File: config.mk
export PLATFORM = sky130hd
export DESIGN_NAME = spi_reg_bridge_flat
export DESIGN_NICKNAME = d
export VERILOG_FILES = /design/src/rtl/spi_reg_bridge_if.sv /design/src/rtl/spi_reg_bridge.sv /design/src/flat_wrapper.sv
export SDC_FILE = /design/constraint.sdc
export NUM_CORES = 1
export LEC_CHECK = 0
export BUFFER_PORTS_ARGS = -buffer_cell sky130_fd_sc_hd__buf_4
export CORE_ASPECT_RATIO = 1.5
export CORE_MARGIN = 5
export CORE_UTILIZATION = 54
export DETAILED_ROUTE_END_ITERATION = 8
export PLACE_DENSITY = 0.8
export SKIP_LAST_GASP = 1
export SLEW_MARGIN = 20
export SYNTH_ARGS = -nofsm -noshare
export SYNTH_HDL_FRONTEND = slang
export SYNTH_SLANG_ARGS = --single-unit
File: constraint.sdc
create_clock -name clk -period 1.7 [get_ports clk]
set_input_delay 0.17 -clock clk [delete_from_list [all_inputs] [get_ports clk]]
set_output_delay 0.17 -clock clk [all_outputs]
set_load 0.01 [all_outputs]
File: src/rtl/spi_reg_bridge_if.sv
// Byte-stream (SPI slave side) and register-bus signals of spi_reg_bridge.
// addr_ovf exists only when SPI_BRIDGE_SAT_EN is defined.
interface spi_reg_bridge_if #(
  parameter int unsigned ADDR_W = 7
);
  logic              spi_busy;
  logic              spi_valid;
  logic [7:0]        spi_rx_data;
  logic              spi_read;
  logic [7:0]        spi_tx_data;
  logic [ADDR_W-1:0] reg_addr;
  logic [7:0]        reg_wdata;
  logic              reg_we;
  logic              reg_re;
  logic [7:0]        reg_rdata;
  logic              active;
`ifdef SPI_BRIDGE_SAT_EN
  logic              addr_ovf;

  modport slave (
    input  spi_busy, spi_valid, spi_rx_data, spi_read, reg_rdata,
    output spi_tx_data, reg_addr, reg_wdata, reg_we, reg_re, active, addr_ovf
  );
  modport master (
    output spi_busy, spi_valid, spi_rx_data, spi_read, reg_rdata,
    input  spi_tx_data, reg_addr, reg_wdata, reg_we, reg_re, active, addr_ovf
  );
`else
  modport slave (
    input  spi_busy, spi_valid, spi_rx_data, spi_read, reg_rdata,
    output spi_tx_data, reg_addr, reg_wdata, reg_we, reg_re, active
  );
  modport master (
    output spi_busy, spi_valid, spi_rx_data, spi_read, reg_rdata,
    input  spi_tx_data, reg_addr, reg_wdata, reg_we, reg_re, active
  );
`endif
endinterface

File: src/rtl/spi_reg_bridge.sv
// Decodes SPI frames ({rw,addr} command + data bytes) into register-bus accesses with
// address auto-increment. SPI_BRIDGE_SAT_EN: saturate at the top address and flag addr_ovf.
module spi_reg_bridge #(
  parameter int unsigned ADDR_W = 7,
  parameter logic [7:0]  STATUS = 8'hA5
) (
  input logic             clk,
  input logic             rst_n,
  spi_reg_bridge_if.slave bus
);

  localparam logic [ADDR_W-1:0] ADDR_MAX = {ADDR_W{1'b1}};

  typedef enum logic [2:0] {
    S_IDLE, S_CMD, S_WR, S_RD_FETCH, S_RD_CAP, S_RD_HOLD
  } state_t;

  state_t            r_state,    w_state_d;
  logic [ADDR_W-1:0] r_addr,     w_addr_d;
  logic [ADDR_W-1:0] r_reg_addr, w_reg_addr_d;
  logic [7:0]        r_tx,       w_tx_d;
  logic [7:0]        r_wdata,    w_wdata_d;
  logic              r_we,       w_we_d;
  logic              r_re,       w_re_d;
  logic              r_rd_pend,  w_rd_pend_d;
  logic              r_active;
  logic [ADDR_W-1:0] w_addr_inc;

`ifdef SPI_BRIDGE_SAT_EN
  logic r_ovf, w_ovf_d;
  logic w_at_max;

  assign w_at_max   = (r_addr == ADDR_MAX);
  assign w_addr_inc = w_at_max ? r_addr : r_addr + ADDR_W'(1);
`else
  assign w_addr_inc = r_addr + ADDR_W'(1);
`endif

  // Next-state and next-output logic; a frame end overrides every state.
  always_comb begin
    w_state_d    = r_state;
    w_addr_d     = r_addr;
    w_reg_addr_d = r_reg_addr;
    w_tx_d       = r_tx;
    w_wdata_d    = r_wdata;
    w_we_d       = 1'b0;
    w_re_d       = 1'b0;
    w_rd_pend_d  = 1'b0;
`ifdef SPI_BRIDGE_SAT_EN
    w_ovf_d      = r_ovf;
`endif
    if ((r_state != S_IDLE) && !bus.spi_busy) begin
      w_state_d = S_IDLE;
      w_tx_d    = STATUS;
    end else begin
      unique case (r_state)
        S_IDLE: begin
          w_tx_d = STATUS;
          if (bus.spi_busy) begin
            w_state_d = S_CMD;
`ifdef SPI_BRIDGE_SAT_EN
            w_ovf_d   = 1'b0;
`endif
          end
        end
        S_CMD: begin
          if (bus.spi_valid) begin
            w_addr_d = bus.spi_rx_data[ADDR_W-1:0];
            if (bus.spi_rx_data[7]) begin
              w_state_d    = S_RD_FETCH;
              w_re_d       = 1'b1;
              w_reg_addr_d = bus.spi_rx_data[ADDR_W-1:0];
            end else begin
              w_state_d = S_WR;
            end
          end
        end
        S_WR: begin
          if (bus.spi_valid) begin
            w_tx_d   = bus.spi_rx_data;
            w_addr_d = w_addr_inc;
`ifdef SPI_BRIDGE_SAT_EN
            // once the address has run past the top, further bytes are dropped
            if (!r_ovf) begin
              w_we_d       = 1'b1;
              w_wdata_d    = bus.spi_rx_data;
              w_reg_addr_d = r_addr;
            end
            if (w_at_max) w_ovf_d = 1'b1;
`else
            w_we_d       = 1'b1;
            w_wdata_d    = bus.spi_rx_data;
            w_reg_addr_d = r_addr;
`endif
          end
        end
        S_RD_FETCH: w_state_d = S_RD_CAP;
        S_RD_CAP: begin
          w_tx_d    = bus.reg_rdata;
          w_state_d = S_RD_HOLD;
        end
        S_RD_HOLD: begin
          // wait one cycle after spi_read so the loaded byte stays stable, then prefetch
          if (r_rd_pend) begin
`ifdef SPI_BRIDGE_SAT_EN
            if (w_at_max) begin
              w_ovf_d = 1'b1;
              w_tx_d  = STATUS;
            end else begin
              w_addr_d     = w_addr_inc;
              w_reg_addr_d = w_addr_inc;
              w_re_d       = 1'b1;
              w_state_d    = S_RD_FETCH;
            end
`else
            w_addr_d     = w_addr_inc;
            w_reg_addr_d = w_addr_inc;
            w_re_d       = 1'b1;
            w_state_d    = S_RD_FETCH;
`endif
          end else if (bus.spi_read) begin
            w_rd_pend_d = 1'b1;
          end
        end
        default: w_state_d = S_IDLE;
      endcase
    end
  end

  always_ff @(posedge clk or negedge rst_n) begin
    if (!rst_n) begin
      r_state    <= S_IDLE;
      r_addr     <= '0;
      r_reg_addr <= '0;
      r_tx       <= STATUS;
      r_wdata    <= '0;
      r_we       <= 1'b0;
      r_re       <= 1'b0;
      r_rd_pend  <= 1'b0;
      r_active   <= 1'b0;
`ifdef SPI_BRIDGE_SAT_EN
      r_ovf      <= 1'b0;
`endif
    end else begin
      r_state    <= w_state_d;
      r_addr     <= w_addr_d;
      r_reg_addr <= w_reg_addr_d;
      r_tx       <= w_tx_d;
      r_wdata    <= w_wdata_d;
      r_we       <= w_we_d;
      r_re       <= w_re_d;
      r_rd_pend  <= w_rd_pend_d;
      r_active   <= (w_state_d != S_IDLE);
`ifdef SPI_BRIDGE_SAT_EN
      r_ovf      <= w_ovf_d;
`endif
    end
  end

  assign bus.spi_tx_data = r_tx;
  assign bus.reg_addr    = r_reg_addr;
  assign bus.reg_wdata   = r_wdata;
  assign bus.reg_we      = r_we;
  assign bus.reg_re      = r_re;
  assign bus.active      = r_active;
`ifdef SPI_BRIDGE_SAT_EN
  assign bus.addr_ovf    = r_ovf;
`endif

endmodule

File: src/flat_wrapper.sv
// flat-port wrapper written by rule: the top's interface ports become plain ports
module spi_reg_bridge_flat 
#(
  parameter int unsigned ADDR_W = 7,
  parameter logic [7:0]  STATUS = 8'hA5
)
  (clk, rst_n, bus_spi_busy, bus_spi_valid, bus_spi_rx_data, bus_spi_read, bus_reg_rdata, bus_spi_tx_data, bus_reg_addr, bus_reg_wdata, bus_reg_we, bus_reg_re, bus_active);
  spi_reg_bridge_if #(.ADDR_W(ADDR_W)) bus_i ();
  input logic clk;
  input logic rst_n;
  input wire logic [$bits(bus_i.spi_busy)-1:0] bus_spi_busy;
  input wire logic [$bits(bus_i.spi_valid)-1:0] bus_spi_valid;
  input wire logic [$bits(bus_i.spi_rx_data)-1:0] bus_spi_rx_data;
  input wire logic [$bits(bus_i.spi_read)-1:0] bus_spi_read;
  input wire logic [$bits(bus_i.reg_rdata)-1:0] bus_reg_rdata;
  output wire logic [$bits(bus_i.spi_tx_data)-1:0] bus_spi_tx_data;
  output wire logic [$bits(bus_i.reg_addr)-1:0] bus_reg_addr;
  output wire logic [$bits(bus_i.reg_wdata)-1:0] bus_reg_wdata;
  output wire logic [$bits(bus_i.reg_we)-1:0] bus_reg_we;
  output wire logic [$bits(bus_i.reg_re)-1:0] bus_reg_re;
  output wire logic [$bits(bus_i.active)-1:0] bus_active;
  assign bus_i.spi_busy = bus_spi_busy;
  assign bus_i.spi_valid = bus_spi_valid;
  assign bus_i.spi_rx_data = bus_spi_rx_data;
  assign bus_i.spi_read = bus_spi_read;
  assign bus_i.reg_rdata = bus_reg_rdata;
  assign bus_spi_tx_data = bus_i.spi_tx_data;
  assign bus_reg_addr = bus_i.reg_addr;
  assign bus_reg_wdata = bus_i.reg_wdata;
  assign bus_reg_we = bus_i.reg_we;
  assign bus_reg_re = bus_i.reg_re;
  assign bus_active = bus_i.active;
  spi_reg_bridge #(.ADDR_W(ADDR_W), .STATUS(STATUS)) u_core (.clk(clk), .rst_n(rst_n), .bus(bus_i));
endmodule
==> results of run 1 <==
power groups by stage:
stage                     logic (mW)  clock network [mW]  registers, mW
final                          0.877               0.773           1.24
after global routing           0.962               0.823           1.27
after CTS                      0.864               0.777           1.24
after detailed placement       0.855                   0           1.25
after global placement         0.839                   0           1.25
after floorplan                0.440                   0           1.26
repair_timing:
item,in CTS,in global routing
endpoints found under the hold margin,33,0
buffers inserted,0,2
cloned,0,0
hold buffers,1,0
endpoints found under the setup margin,1,9
resized for setup,1,8
metrics by stage:
| step | hold slack, ns | util, % |
|---|---|---|
| finish | 0.101 | 70.2 |
| global route | 0.115 | 70.2 |
| CTS | 0.102 | 69.0 |
| detailed placement | 0.161 | 65.6 |
| global placement | 0.156 | 65.6 |
| floorplan | -0.126 | - |
worst max-delay path, delay by kind of cell, from the launching register on:
family | cells | cell delay, ns
buf+inv | 1 | 0.20
flops | 1 | 0.42
mux | 1 | 0.35
simple gates | 2 | 0.59
cell usage in the layout, fill, tap and decap left out, types with 5 or more instances in the layout:
cell	Yosys	final
sky130_fd_sc_hd__a31oi_1	5	5
sky130_fd_sc_hd__inv_1	5	5
sky130_fd_sc_hd__mux2_2	8	8
sky130_fd_sc_hd__clkbuf_8	0	5
sky130_fd_sc_hd__o22a_1	5	5
sky130_fd_sc_hd__nand2_1	7	7
sky130_fd_sc_hd__a21oi_1	14	14
sky130_fd_sc_hd__nand3_1	7	7
sky130_fd_sc_hd__o21ai_0	11	10
sky130_fd_sc_hd__a22o_1	8	8
sky130_fd_sc_hd__a22oi_1	8	8
sky130_fd_sc_hd__buf_4	3	62
sky130_fd_sc_hd__nor2_1	9	8
sky130_fd_sc_hd__dfrtp_1	33	33
per-layer routing:
metal | vias up | routed length (um) | share of wire, % | global-route usage [%]
met1 | 937 | 2160 | 39 | 26.1
met5 | - | 0 | 0 | 0
met4 | 0 | 152 | 2.7 | 10.8
met3 | 15 | 271 | 4.9 | 4.62
met2 | 56 | 2990 | 54 | 36.8
li1 | 886 | - | - | -
final cells by class:
| class | instances | area (sq um) | share of cell area [%] |
|---|---|---|---|
| multi-input combinational | 148 | 1100 | 40.4 |
| sequential | 37 | 931 | 34.1 |
| timing repair buffer | 65 | 507 | 18.6 |
| clock buffer | 5 | 68.8 | 2.52 |
| tap | 45 | 56.3 | 2.06 |
| clock inverter | 3 | 46.3 | 1.69 |
| inverter | 5 | 18.8 | 0.687 |
flip-flops by register name, indices dropped and copies added, names as in the netlist:
register,flops
u_core.bus.active,1
u_core.bus.reg_addr,7
u_core.bus.reg_re,1
u_core.bus.reg_wdata,8
u_core.bus.reg_we,1
u_core.bus.spi_tx_data,8
u_core.r_addr,7
u_core.r_rd_pend,1
u_core.r_state,3
how the worst max path moves through the flow:
stage                     slack (ns)                       to  depth (start not counted)              start
after floorplan                 0.15   u_core.bus.reg_addr[0]                          4  u_core.r_state[2]
after global placement          0.07   u_core.bus.reg_addr[2]                          5  u_core.r_state[2]
after CTS                       0.03   u_core.bus.reg_addr[2]                          5  u_core.r_state[0]
after detailed placement        0.03   u_core.bus.reg_addr[2]                          5  u_core.r_state[2]
final                           0.03  u_core.bus.reg_wdata[4]                          4  u_core.r_state[2]
after global routing           -0.02   u_core.bus.reg_addr[2]                          5  u_core.r_state[2]
kinds of logic (layout without fill, tap and decap cells):
kind of cell    Yosys count  after routing  synth area share [%]
compound gates           73             73                  24.9
simple gates             60             60                  17.6
flops                    37             37                  43.8
buf+inv                  20             78                  5.95
mux                      13             13                  6.72
fa+ha+maj                 1              1                 0.589
xor+xnor                  1              1                 0.413
==> flow_results.org, run 1 <==
** Status
- The flow ran to the end, and the final reports show no timing, DRC or antenna violations.

** Critical path
- Counting cells, the worst reg-to-reg path comes to 4.
- Data arrives at the worst endpoint at 1.86 ns.
- The signal on the critical path passes through or3b_1 > buf_4 > nor2_8 > mux2_2.
- Crit start category :: flop
- Endpoint kind of the worst setup timing path :: flop
- Reg-to-reg endpoint :: u_core.bus.reg_wdata[4]
- At the worst endpoint, the required time is 1.89 ns.
- Peak per-stage delay on the critical path :: 0.42 ns
- Kind of critical path :: flop to flop
- Reg-to-reg slack, setup :: 0.03 ns
- Biggest fanout along the worst timing path :: 9
- Master of the slowest instance on the critical path :: sky130_fd_sc_hd__dfrtp_1
- The worst register-to-register path begins at u_core.r_state[2].

** Timing
- Accumulated negative setup slack :: 0 ns
- The worst path meets setup with 0.0254 ns of slack.
- # setup viols final :: 0
- Setup repair after global routing could not meet its margin everywhere.
- The total count of max-transition violations in the final report was 0.
- The clock arrives with 0.00376 ns of skew.
- For the finished layout, the period the worst path requires is 1.67 ns.
- At the pin with the least slew margin, the transition time is 0.470 ns.
- Headroom to the max-slew limit came out at 68.6%.
- Fin crit share :: 98.5%
- Derived from the worst setup path, the maximum achievable clock frequency is 597 MHz.
- The count of final hold-check violations is 0.

** Power
- Switching Share :: 31.7%
- IR analysis of the VDD net gives a maximum drop of 890 uV.
- Comb pwr share :: 30.3%
- Standby leakage power :: 1.23 nW
- Summing internal, switching and leakage power gives 2.89 mW.
- In this run, the clock network consumes 26.7% of the power.
- Cell-internal power :: 1.98 mW
- Switch Pwr :: 916 uW
- Pwr/cell area :: 1060 nW/um^2
- Sequential cells burn 42.9% of the power.

** Final layout
- Cell area after layout :: 2730 sq um
- Non-filler instance count after layout :: 308
- Area added between synthesis and finish :: 28.6%
- In the final layout, the share of cells above drive strength 1 is 36.9%.
- Fillers :: 317
- The net count of the finished layout is 284.
- Diodes inserted :: 0

** Die
- The core region is 3890 sq um.
- The floorplan step set the die width to 61.2 um.
- 47 I/O pins were placed.
- In this run the core area contains 28 standard-cell rows.
- The die covers 5310 sq um.
- Vertical die dimension :: 86.8 um
- Starting Density :: 54.6%

** Clocking
- The clock passes through at most 2 buffers.
- Worst-skew pair later-pin latency :: 0.30 ns
- Clock tree from TritonCTS :: yes
- The clock drives 37 sinks.
- After clock tree synthesis, the clock-pin slew on the worst setup and hold paths is 0.08 ns.
- H-tree depth :: 2
- Number of buffers added by the clock tree synthesis step :: 5
- Root buffer cell :: sky130_fd_sc_hd__clkbuf_8

** Detailed routing
- Summed over all layers, the routed wires come to 5.57 mm.
- Number of vias after detailed routing :: 1894
- DRT Pass-1 Iters :: 4
- Final routed DRC violation total :: 0
- The first routing iteration left 69 violations.
- Once detail routing completed, the nets flagged for antenna violations numbered 0.
- Drt via density :: 6.15
- Dividing the detail-routed wire length by the instance count gives 18.1 um.

** Logic synthesis
- Top cells by area, synth :: sky130_fd_sc_hd__dfrtp_1 39%, sky130_fd_sc_hd__dfstp_2 4.9%, sky130_fd_sc_hd__mux2_2 4.2%
- The synthesized design contains 0 enable-type register cells.
- Netlist area before placement :: 2120 sq um
- Main flop type after synthesis :: sky130_fd_sc_hd__dfrtp_1
- Yosys printed 0 warnings.
- Most used standard cells in the synthesized netlist :: 33 x sky130_fd_sc_hd__dfrtp_1, 14 x sky130_fd_sc_hd__a21oi_1, 11 x sky130_fd_sc_hd__o21ai_0, 9 x sky130_fd_sc_hd__nor2_1
- Counting flops with an async set or reset pin after synthesis yields a share of 100%.
- Post-synth cell types :: 57
- Synth Net Count :: 227
- Synthesis handed over a netlist of 205 instances.
- The average instance in the mapped netlist occupies 10.4 sq um.
- Share of the synthesized area in the top cell type :: 38.9%
- Post-synthesis register bit count :: 37
- The biggest area contributor in the post-synthesis netlist is sky130_fd_sc_hd__dfrtp_1.
- Most frequent cell after synthesis :: sky130_fd_sc_hd__dfrtp_1
- Sequential elements use 43.8% of the synthesized area.

** Hold path
- The path with the worst hold slack has its endpoint at u_core.r_rd_pend.
- Worst Hold Launch :: bus_spi_read
- Class of the worst hold path :: input pin to flop
- Along the worst hold path, the cell count comes to 3.

** Place
- Buffers placed on the I/O ports in this run total 46.
- Post-detail-place hpwl :: 3.97 mm
- Setup WS pre-CTS :: 0.0253 ns
- In this run the cell area measured after placement is 2550 sq um.
- Placer's final routability congestion estimate :: 0.884
- After detailed placement, the design holds a cell count of 297.

** Job
- Max-cap violations :: 0

** GRT
- Entering global routing, the biggest net connects 38 pins.
- The total overflow left after global routing is 0.
- The number of global-route vias before repair was 1828.
- Antenna violations before repair :: 0
- The first global-routing pass estimated 8.72 mm of wire.
- Across every metal layer, demand over resource in global routing totals 22.1%.
No activity file was read; power rests on OpenSTA's default activity.
==> run 2, diff against run 1 <==
CORE_UTILIZATION = 56   (was 54)
CTS_BUF_LIST = sky130_fd_sc_hd__clkbuf_8   (was default)
PLACE_DENSITY = 0.82   (was 0.8)
==> run 2 against run 1 <==
Against the previous run:
- flip-flop and latch count unchanged
- clock-buffer cell count did not move
- register-to-register slack barely moved
- total power rose by 1.2%
- via count increased by 3.6%
- fmax is 0.26% higher
- critical path depth is 3 higher
- non-clock buffer count up 4
- final area rose by 1.3%
==> flow_results.org, run 2 (synthesized netlist as in run 1, its figures left out) <==
** Clocking
- The tree is rooted in a sky130_fd_sc_hd__clkbuf_8.
- The clock latency reported for the late side of the worst-skew pair came to 0.29 ns (about the same).
- The number of buffers created by CTS is 5 (unchanged).
- Clock tree from TritonCTS :: yes
- Number of buffers on the longest clock path :: 2 (unchanged)
- TritonCTS sink count :: 37 (unchanged)
- Clk slew on worst S/H paths :: 0.08 ns (about the same)
- The depth of the CTS H-tree is 2 (unchanged).

** Timing
- Final-report max-slew violation count :: 0 (unchanged)
- Number of hold-slack violations in the final timing report :: 0 (unchanged)
- Worst Skew :: 0.00978 ns (+0.00602 ns)
- The measured slew at the worst slew-check pin was 0.459 ns (-0.0111 ns).
- The shortest clock period the worst path allows after layout was 1.67 ns (-0.00434 ns).
- The upper clock frequency limit came to 599 MHz (+0.26%).
- Fin crit share :: 98.3% (-0.26 points)
- The minimum hold slack came to 0.121 ns (+0.0196 ns).
- Relative slew slack :: 69.4% (+0.74 points)
- Setup repair after global routing missed its margin :: yes
- The total of endpoints with negative setup slack in the final report is 0 (unchanged).

** Place
- The detailed placer's ending HPWL came to 4.22 mm (+6.5%).
- The weighted congestion at the end of routability-driven global placement is 0.925 (+4.6%).
- The quantity of I/O buffers inserted on ports came to 46 (unchanged).

** Power
- The maximum ir drop on the vdd rail is 969 uV (+8.9%).
- Standby leakage power :: 1.27 nW (+2.8%)
- Overall power of the completed layout :: 2.93 mW (+1.2%)
- Pwr/cell area :: 1060 nW/um^2 (about the same)

** Final layout
- Share of cells above drive strength 1 :: 38.3% (+1.4 points)
- Area added between synthesis and finish :: 30.3%
- Footprint of the multi-input gates :: 1110 sq um (+1.0%)
- Net count of the finished layout :: 290 (+2.1%)
- The footprint of the flip-flops and latches is 932 sq um (+0.13%).
- The number of diodes added for antenna fixing was 0 (unchanged).
- Leaving out fill and tap cells, the most frequent cell in the layout is sky130_fd_sc_hd__buf_4.
- Most used cells in the layout excluding fill and tap cells :: 65 x sky130_fd_sc_hd__buf_4, 32 x sky130_fd_sc_hd__dfrtp_1, 14 x sky130_fd_sc_hd__a21oi_1, 11 x sky130_fd_sc_hd__o21ai_0
- Fillers :: 255 (-20%)

** Detailed routing
- The number of search-and-repair iterations in the first detailed-routing pass came to 5 (+1).
- Initial drt markers :: 117 (+70%)
- The number of antenna-violating nets in the routed design was 0 (unchanged).
- Final routed DRC violation total :: 0 (unchanged)
- Average detailed-routed wire length per instance :: 19.6 um (+8.5%)
- Total Wirelength :: 6.12 mm (+9.9%)
- The via density per instance was 6.29 (+2.3%).
- The via count came to 1963 (+3.6%).

** Die
- The effective utilization at floorplan was 57.7% (+3.1 points).
- The height of the die is 85.4 um (-1.6%).
- The die area is 5150 sq um (-3.1%).
- The I/O pin count is 47 (unchanged).
- Number of placement rows :: 27 (-3.6%)
- The die extent in x came to 60.3 um (-1.5%).
- Area of the core :: 3680 sq um (-5.3%)

** Status
- The flow ran to the end, and the final reports show no timing, DRC or antenna violations.

** Critical path
- Kind of critical path :: flop to flop
- Biggest fanout along the worst timing path :: 9 (unchanged)
- Reg-to-reg slack, setup :: 0.03 ns (about the same)
- The worst endpoint required time is 1.90 ns (about the same).
- WP data arrival :: 1.87 ns (about the same)
- Endpoint kind of the worst setup timing path :: flop
- Crit start category :: flop

** GRT
- The met2 track utilization from global routing is 40.5% (+3.7 points).
- The met1 usage came to 28.7% (+2.5 points).
- The overall overflow remaining after global route came to 0 (unchanged).
- After global routing, the most crowded layer is met2.
- The global routing met3 resource utilization is 5.02% (+0.40 points).
- The number of global-route vias before repair was 1840 (+0.66%).
- Overall global routing resource usage :: 24.0% (+1.9 points)
- Maximum number of pins on one net before global-route repair :: 38 (unchanged)
- Global-route wire length before repair :: 9.25 mm (+6.0%)
- The number of antenna violations at the first check in global routing is 0 (unchanged).

** Hold path
- The worst hold path belongs to the class input pin to flop.

** Job
- The number of max-capacitance violations reported came to 0 (unchanged).
run 2: timing repair:
action / in CTS / in global routing
buffers inserted: 0 / 4
hold endpoints to repair: 33 / 0
setup endpoints to repair: 0 / 20
gates resized for setup: 0 / 9
hold buffers: 1 / 0
run 2: worst max-delay path: stages, from the launching register on:
cell,delay (ns)
sky130_fd_sc_hd__dfrtp_1,0.41
sky130_fd_sc_hd__buf_4,0.16
sky130_fd_sc_hd__buf_4,0.15
sky130_fd_sc_hd__buf_4,0.16
sky130_fd_sc_hd__nor3_2,0.23
sky130_fd_sc_hd__buf_4,0.22
sky130_fd_sc_hd__a211oi_2,0.06
sky130_fd_sc_hd__a2bb2oi_1,0.18
run 2: final cells by class:
type	count	area share (%)
Timing Repair Buffer	69	19.2
Sequential cell	37	33.7
Clock inverter	3	1.67
Inverter	5	0.678
Multi-Input combinational cell	150	40.3
Tap cell	43	1.94
Clock buffer	5	2.49
run 2: worst paths after layout:
| path | from | endpoint | cells after the start |
|---|---|---|---|
| min | bus_spi_read | u_core.r_rd_pend | 3 |
| max | u_core.r_state[2] | u_core.bus.reg_addr[6] | 7 |
| min reg2reg | u_core.bus.reg_addr[2] | u_core.bus.reg_addr[2] | 1 |
| max in group asynchronous | rst_n | u_core.bus.spi_tx_data[7] | 2 |
| max reg2reg | u_core.r_state[2] | u_core.bus.reg_addr[6] | 7 |
| min in group asynchronous | rst_n | u_core.r_addr[4] | 2 |
run 2: through the flow:
stage / worst slack, ns / setup TNS, ns / utilization, % / area, sq um / cells
global route: -0.0687 / -0.151 / 75.1 / 2770 / 312
CTS: 0.00534 / 0 / 72.6 / 2680 / 306
finish: 0.0297 / 0 / 75.1 / 2770 / 312
detailed placement: 0.0467 / 0 / 69.2 / 2550 / 297
floorplan: 0.147 / 0 / - / 2120 / 205
global placement: 0.0644 / 0 / 69.2 / 2550 / 297
run 2: metal layers:
| layer | wire length (um) | vias to the layer above |
|---|---|---|
| met5 | 0 | - |
| li1 | - | 899 |
| met1 | 2210 | 964 |
| met3 | 345 | 23 |
| met4 | 210 | 0 |
| met2 | 3360 | 77 |
run 2: where the power goes:
group	switching (mW)	leakage, nW	internal (mW)	total (mW)
registers	0.156	0.456	1.08	1.23
clock network	0.336	0.0543	0.439	0.775
logic	0.447	0.756	0.473	0.920
